[src/rtl/oam_dma_scheduler.sv]
// Sprite DMA sequencer: on a trigger write it stalls the CPU and copies one
// 256-byte page to the OAM data port as read/write bus cycle pairs.
module oam_dma_scheduler #(
    parameter logic [15:0] TRIGGER_ADDR = 16'h4014,
    parameter logic [15:0] OAM_PORT     = 16'h2004,
    parameter bit          ALIGN_EN     = 1'b1
) (
    input  logic        Clk,
    input  logic        Reset,
    input  logic [15:0] cpu_addr,
    input  logic        cpu_rw,
    input  logic [7:0]  cpu_data_out,
    input  logic [7:0]  bus_data_in,
    output logic [15:0] bus_addr,
    output logic        bus_rw,
    output logic [7:0]  bus_data_out,
    output logic        dma_drive,
    output logic        cpu_stall,
    output logic        busy,
    output logic        done
);

    typedef enum logic [2:0] {
        S_IDLE  = 3'd0,
        S_HALT  = 3'd1,
        S_ALIGN = 3'd2,
        S_READ  = 3'd3,
        S_WRITE = 3'd4,
        S_DONE  = 3'd5
    } state_t;

    state_t      state_q;
    logic        parity_q;
    logic [7:0]  page_q;
    logic [7:0]  idx_q;
    logic [7:0]  latch_q;
    logic        stall_q;
    logic        busy_q;
    logic        done_q;
    logic        drive_q;

    // Transfer sequencer; status outputs are registered alongside the state.
    always_ff @(posedge Clk) begin
        if (Reset) begin
            state_q  <= S_IDLE;
            parity_q <= 1'b0;
            page_q   <= 8'h00;
            idx_q    <= 8'h00;
            latch_q  <= 8'h00;
            stall_q  <= 1'b0;
            busy_q   <= 1'b0;
            done_q   <= 1'b0;
            drive_q  <= 1'b0;
        end else begin
            parity_q <= ~parity_q;
            done_q   <= 1'b0;
            case (state_q)
                S_IDLE: begin
                    if (!cpu_rw && (cpu_addr == TRIGGER_ADDR)) begin
                        page_q  <= cpu_data_out;
                        state_q <= S_HALT;
                        stall_q <= 1'b1;
                        busy_q  <= 1'b1;
                    end else begin
                        state_q <= S_IDLE;
                    end
                end
                S_HALT: begin
                    // Reads must fall on even-parity cycles when alignment is enabled.
                    if (ALIGN_EN && !parity_q) begin
                        state_q <= S_ALIGN;
                    end else begin
                        state_q <= S_READ;
                    end
                end
                S_ALIGN: begin
                    state_q <= S_READ;
                end
                S_READ: begin
                    latch_q <= bus_data_in;
                    drive_q <= 1'b1;
                    state_q <= S_WRITE;
                end
                S_WRITE: begin
                    idx_q   <= idx_q + 8'd1;
                    drive_q <= 1'b0;
                    if (idx_q == 8'hFF) begin
                        state_q <= S_DONE;
                        stall_q <= 1'b0;
                        busy_q  <= 1'b0;
                        done_q  <= 1'b1;
                    end else begin
                        state_q <= S_READ;
                    end
                end
                S_DONE: begin
                    idx_q   <= 8'h00;
                    state_q <= S_IDLE;
                end
                default: begin
                    state_q <= S_IDLE;
                    idx_q   <= 8'h00;
                    stall_q <= 1'b0;
                    busy_q  <= 1'b0;
                    drive_q <= 1'b0;
                end
            endcase
        end
    end

    // Bus ownership mux: the CPU passes through except while the transfer holds the bus.
    always_comb begin
        bus_addr     = cpu_addr;
        bus_rw       = cpu_rw;
        bus_data_out = cpu_data_out;
        case (state_q)
            S_HALT, S_ALIGN: begin
                bus_rw = 1'b1;
            end
            S_READ: begin
                bus_addr = {page_q, idx_q};
                bus_rw   = 1'b1;
            end
            S_WRITE: begin
                bus_addr     = OAM_PORT;
                bus_rw       = 1'b0;
                bus_data_out = latch_q;
            end
            default: begin
                bus_addr     = cpu_addr;
                bus_rw       = cpu_rw;
                bus_data_out = cpu_data_out;
            end
        endcase
    end

    assign dma_drive = drive_q;
    assign cpu_stall = stall_q;
    assign busy      = busy_q;
    assign done      = done_q;

endmodule

[config.mk]
export PLATFORM = sky130hd
export DESIGN_NAME = oam_dma_scheduler
export DESIGN_NICKNAME = d
export VERILOG_FILES = /design/src/rtl/oam_dma_scheduler.sv
export SDC_FILE = /design/constraint.sdc
export NUM_CORES = 1
export LEC_CHECK = 0
export CELL_PAD_IN_SITES_DETAIL_PLACEMENT = 0
export CELL_PAD_IN_SITES_GLOBAL_PLACEMENT = 1
export CORE_ASPECT_RATIO = 0.5
export CORE_MARGIN = 4
export CORE_UTILIZATION = 28
export DETAILED_ROUTE_END_ITERATION = 10
export GPL_TIMING_DRIVEN = 0
export PLACE_DENSITY_LB_ADDON = 0.25
export SYNTH_ARGS = -nofsm -noshare
export SYNTH_HDL_FRONTEND = slang
export SYNTH_SLANG_ARGS = --single-unit
[constraint.sdc]
create_clock -name Clk -period 1.92 [get_ports Clk]
set_clock_uncertainty 0.15 [all_clocks]
set_input_delay 0.576 -clock Clk [delete_from_list [all_inputs] [get_ports Clk]]
set_output_delay 0.576 -clock Clk [all_outputs]
set_load 0.01 [all_outputs]
==> metrics <==
Post-Route WL=5.23 mm; CTS Hold Buffers Added=0; crit path launch=state_q[1]$_SDFF_PP0_; First DRT Iteration DRCs=44; CP Launch Type=register; Routed Antenna Nets=0; initial core utilization=29.7%; die footprint=7350 um^2; outcome=finished, violations left; unrepaired setup endpoints after global routing=true; worst skew pair latency=270 ps; Detail Placement HPWL=4.03 mm; worst hold path type=register to register; sequential power share=38.9%; Max IR drop VDD=0.000263 V; number of I/O port buffers=62; largest net degree at the start of global routing=13; number of max-cap violations=0; Least-Margin Pin Slew=515 ps; share of cells above drive strength 1=25.9%; WS Path Type=register to output port; Reg clk slew, reported paths=50 ps; min-delay src=parity_q$_SDFF_PP0_; commonest non-fill, non-tap cell in the layout=nand2_1; setup ws final=-386 ps; GRT Util Overall=14.7%; fin crit share=120%; CTS tree=done; switching share of power=21.4%; #FFs+latches synth=31; total chip power=0.00165 W; RR Startpoint=state_q[1]$_SDFF_PP0_; Horiz. Die Dim=117 um; Relative slew margins=65.7%; combinational group share of total power=10.7%; htree depth=2; Clk Tree Root Cell=clkbuf_16; diode count=0; Cells after Synth=211; Layout fillers=578; CP required=1190 ps; Final Hold Fails=0; syn_area_per_cell=7.92 um^2; synth warn=0; final core occ=46.4%; # rows=19; Vias/cell=4.78; initial antenna violation count=0; Seq/Total Area, Yosys=37.1%; Psw=0.000353 W; Routed WL per cell=14.3 um; IO Pins=64; CTS Sinks=31; post-route cell area=2610 um^2; global route overflow=0; via count=1751; synth unique cells=38; Cell Pwr Density=632 nW/um^2; placed inst area=2410 um^2; first-pass GRT wire length=8.63 mm; area delta synth->final=56.4%; die height=62.6 um; drc violations=0; cts bufs inserted=5; Min Hold Slack=276 ps; Crit Path Max Fanout=6; Setup crit end kind=output port; Final Slew Violations=0; GP Congestion=0.767; Mapped Area=1670 um^2; number of detailed-route iterations in the first pass=6; vias in the first global route=1762; Non-Filler Instances=366; minimum clock period=2310 ps; violated checks=setup timing; clock share of power=50.3%; clk buf depth=2; core area=5630 um^2; design internal power=0.00130 W; commonest cells after routing, fill and taps aside=46 x nand2_1, 34 x clkdlybuf4s50_1, 28 x dfxtp_1; CP arrival=1580 ps; syn nets=247; P_leak=1.08 nW; endpoints failing setup=33; Final #Nets=328; f_max=434 MHz; # placed instances=346
cell usage after synthesis (all sizes together):
| master | number | share of area (%) |
|---|---|---|
| nand2 | 47 | 11 |
| dfxtp | 31 | 37 |
| a21oi | 18 | 5.4 |
| nand2b | 17 | 6.4 |
| nor2 | 16 | 4.3 |
| a22o | 14 | 7.3 |
| buf | 10 | 4.2 |
| mux2i | 8 | 4.8 |
| o21ai | 8 | 2.4 |
| clkbuf | 6 | 1.3 |
| nand3 | 4 | 1.2 |
| nor2b | 3 | 1.1 |
| nor3 | 3 | 1.2 |
| and2 | 2 | 0.75 |
| inv | 2 | 0.45 |
| nand4 | 2 | 0.75 |
| nor4 | 2 | 0.75 |
| nor4b | 2 | 1.4 |
| o21ba | 2 | 1.2 |
| o22a | 2 | 1.0 |
| a21bo | 1 | 0.60 |
| and3 | 1 | 0.37 |
| ha | 1 | 0.75 |
| mux2 | 1 | 0.67 |
| nand4b | 1 | 0.52 |
| nor3b | 1 | 0.45 |
| o21bai | 1 | 0.45 |
| o2bb2ai | 1 | 0.52 |
| or3 | 1 | 0.37 |
| or3b | 1 | 0.52 |
| xnor2 | 1 | 0.52 |
| xor2 | 1 | 0.52 |
power by group through the flow:
| stage | combinational, W | clock (W) | sequential [W] |
|---|---|---|---|
| after CTS | 0.000178 | 0.000851 | 0.000644 |
| after global routing | 0.000192 | 0.000877 | 0.000643 |
| final | 0.000177 | 0.000831 | 0.000643 |
| after detailed placement | 0.000207 | 0 | 0.000660 |
| after floorplan | 0.0000637 | 0 | 0.000659 |
| after global placement | 0.000207 | 0 | 0.000660 |
metal layers:
metal  track usage (%)  share of wire [%]
met3              4.64                5.9
met1              19.0                 47
met4              4.15               0.50
met2              23.5                 46
met5                 0                  0
metrics by stage:
step           setup WS [ps]  setup TNS, ps
2_1_floorplan          -43.7           -166
3_3_place_gp            -723         -19650
3_5_place_dp            -740         -19440
4_1_cts                 -474          -8860
5_1_grt                 -447          -9500
6_report                -386          -7590
kinds of logic after synthesis:
family | share of synthesized area [%]
and+or+nand+nor | 30.7
buffers and inverters | 5.99
xor gates and xnor gates | 1.05
adders and majority gates | 0.748
AOI/OAI and AO/OA | 18.9
DFF | 37.1
muxes | 5.46
worst max-delay path, stage by stage (launching register included):
cell and delay [ps]:
dfxtp_2 310, buf_6 120, nor2_4 100, and2_4 180, nor2_4 40, buf_6 120
buf_6 120, a22o_1 170, buf_2 140
layout make-up:
type | count | area [um^2] | area share (%)
Buffer | 11 | 92.6 | 3.54
Clock buffer | 7 | 153 | 5.84
Clock inverter | 1 | 7.51 | 0.287
Inverter | 2 | 7.51 | 0.287
Multi-Input combinational cell | 162 | 988 | 37.8
Sequential cell | 31 | 629 | 24.1
Tap cell | 73 | 91.3 | 3.49
Timing Repair Buffer | 79 | 644 | 24.7
what timing repair did:
action,4_1_cts,5_1_grt
pin swaps,14,6
setup buffers,11,6
cloned,1,0
setup endpoints to repair,36,36
gates resized for setup,121,5
final timing paths:
path / cells past startpoint / end / slack (ps)
max: 8 / bus_addr[5] / -390
min: 1 / parity_q$_SDFF_PP0_ / 280
max reg2reg: 7 / idx_q[2]$_SDFFE_PP0N_ / 250
min reg2reg: 1 / parity_q$_SDFF_PP0_ / 280
state kept, by name (all words and copies together), names as in the netlist:
name,flops
idx_q,8
latch_q,8
page_q,8
state_q,3
busy,1
dma_drive,1
done,1
parity_q,1
No activity file was read; power rests on OpenSTA's default activity.
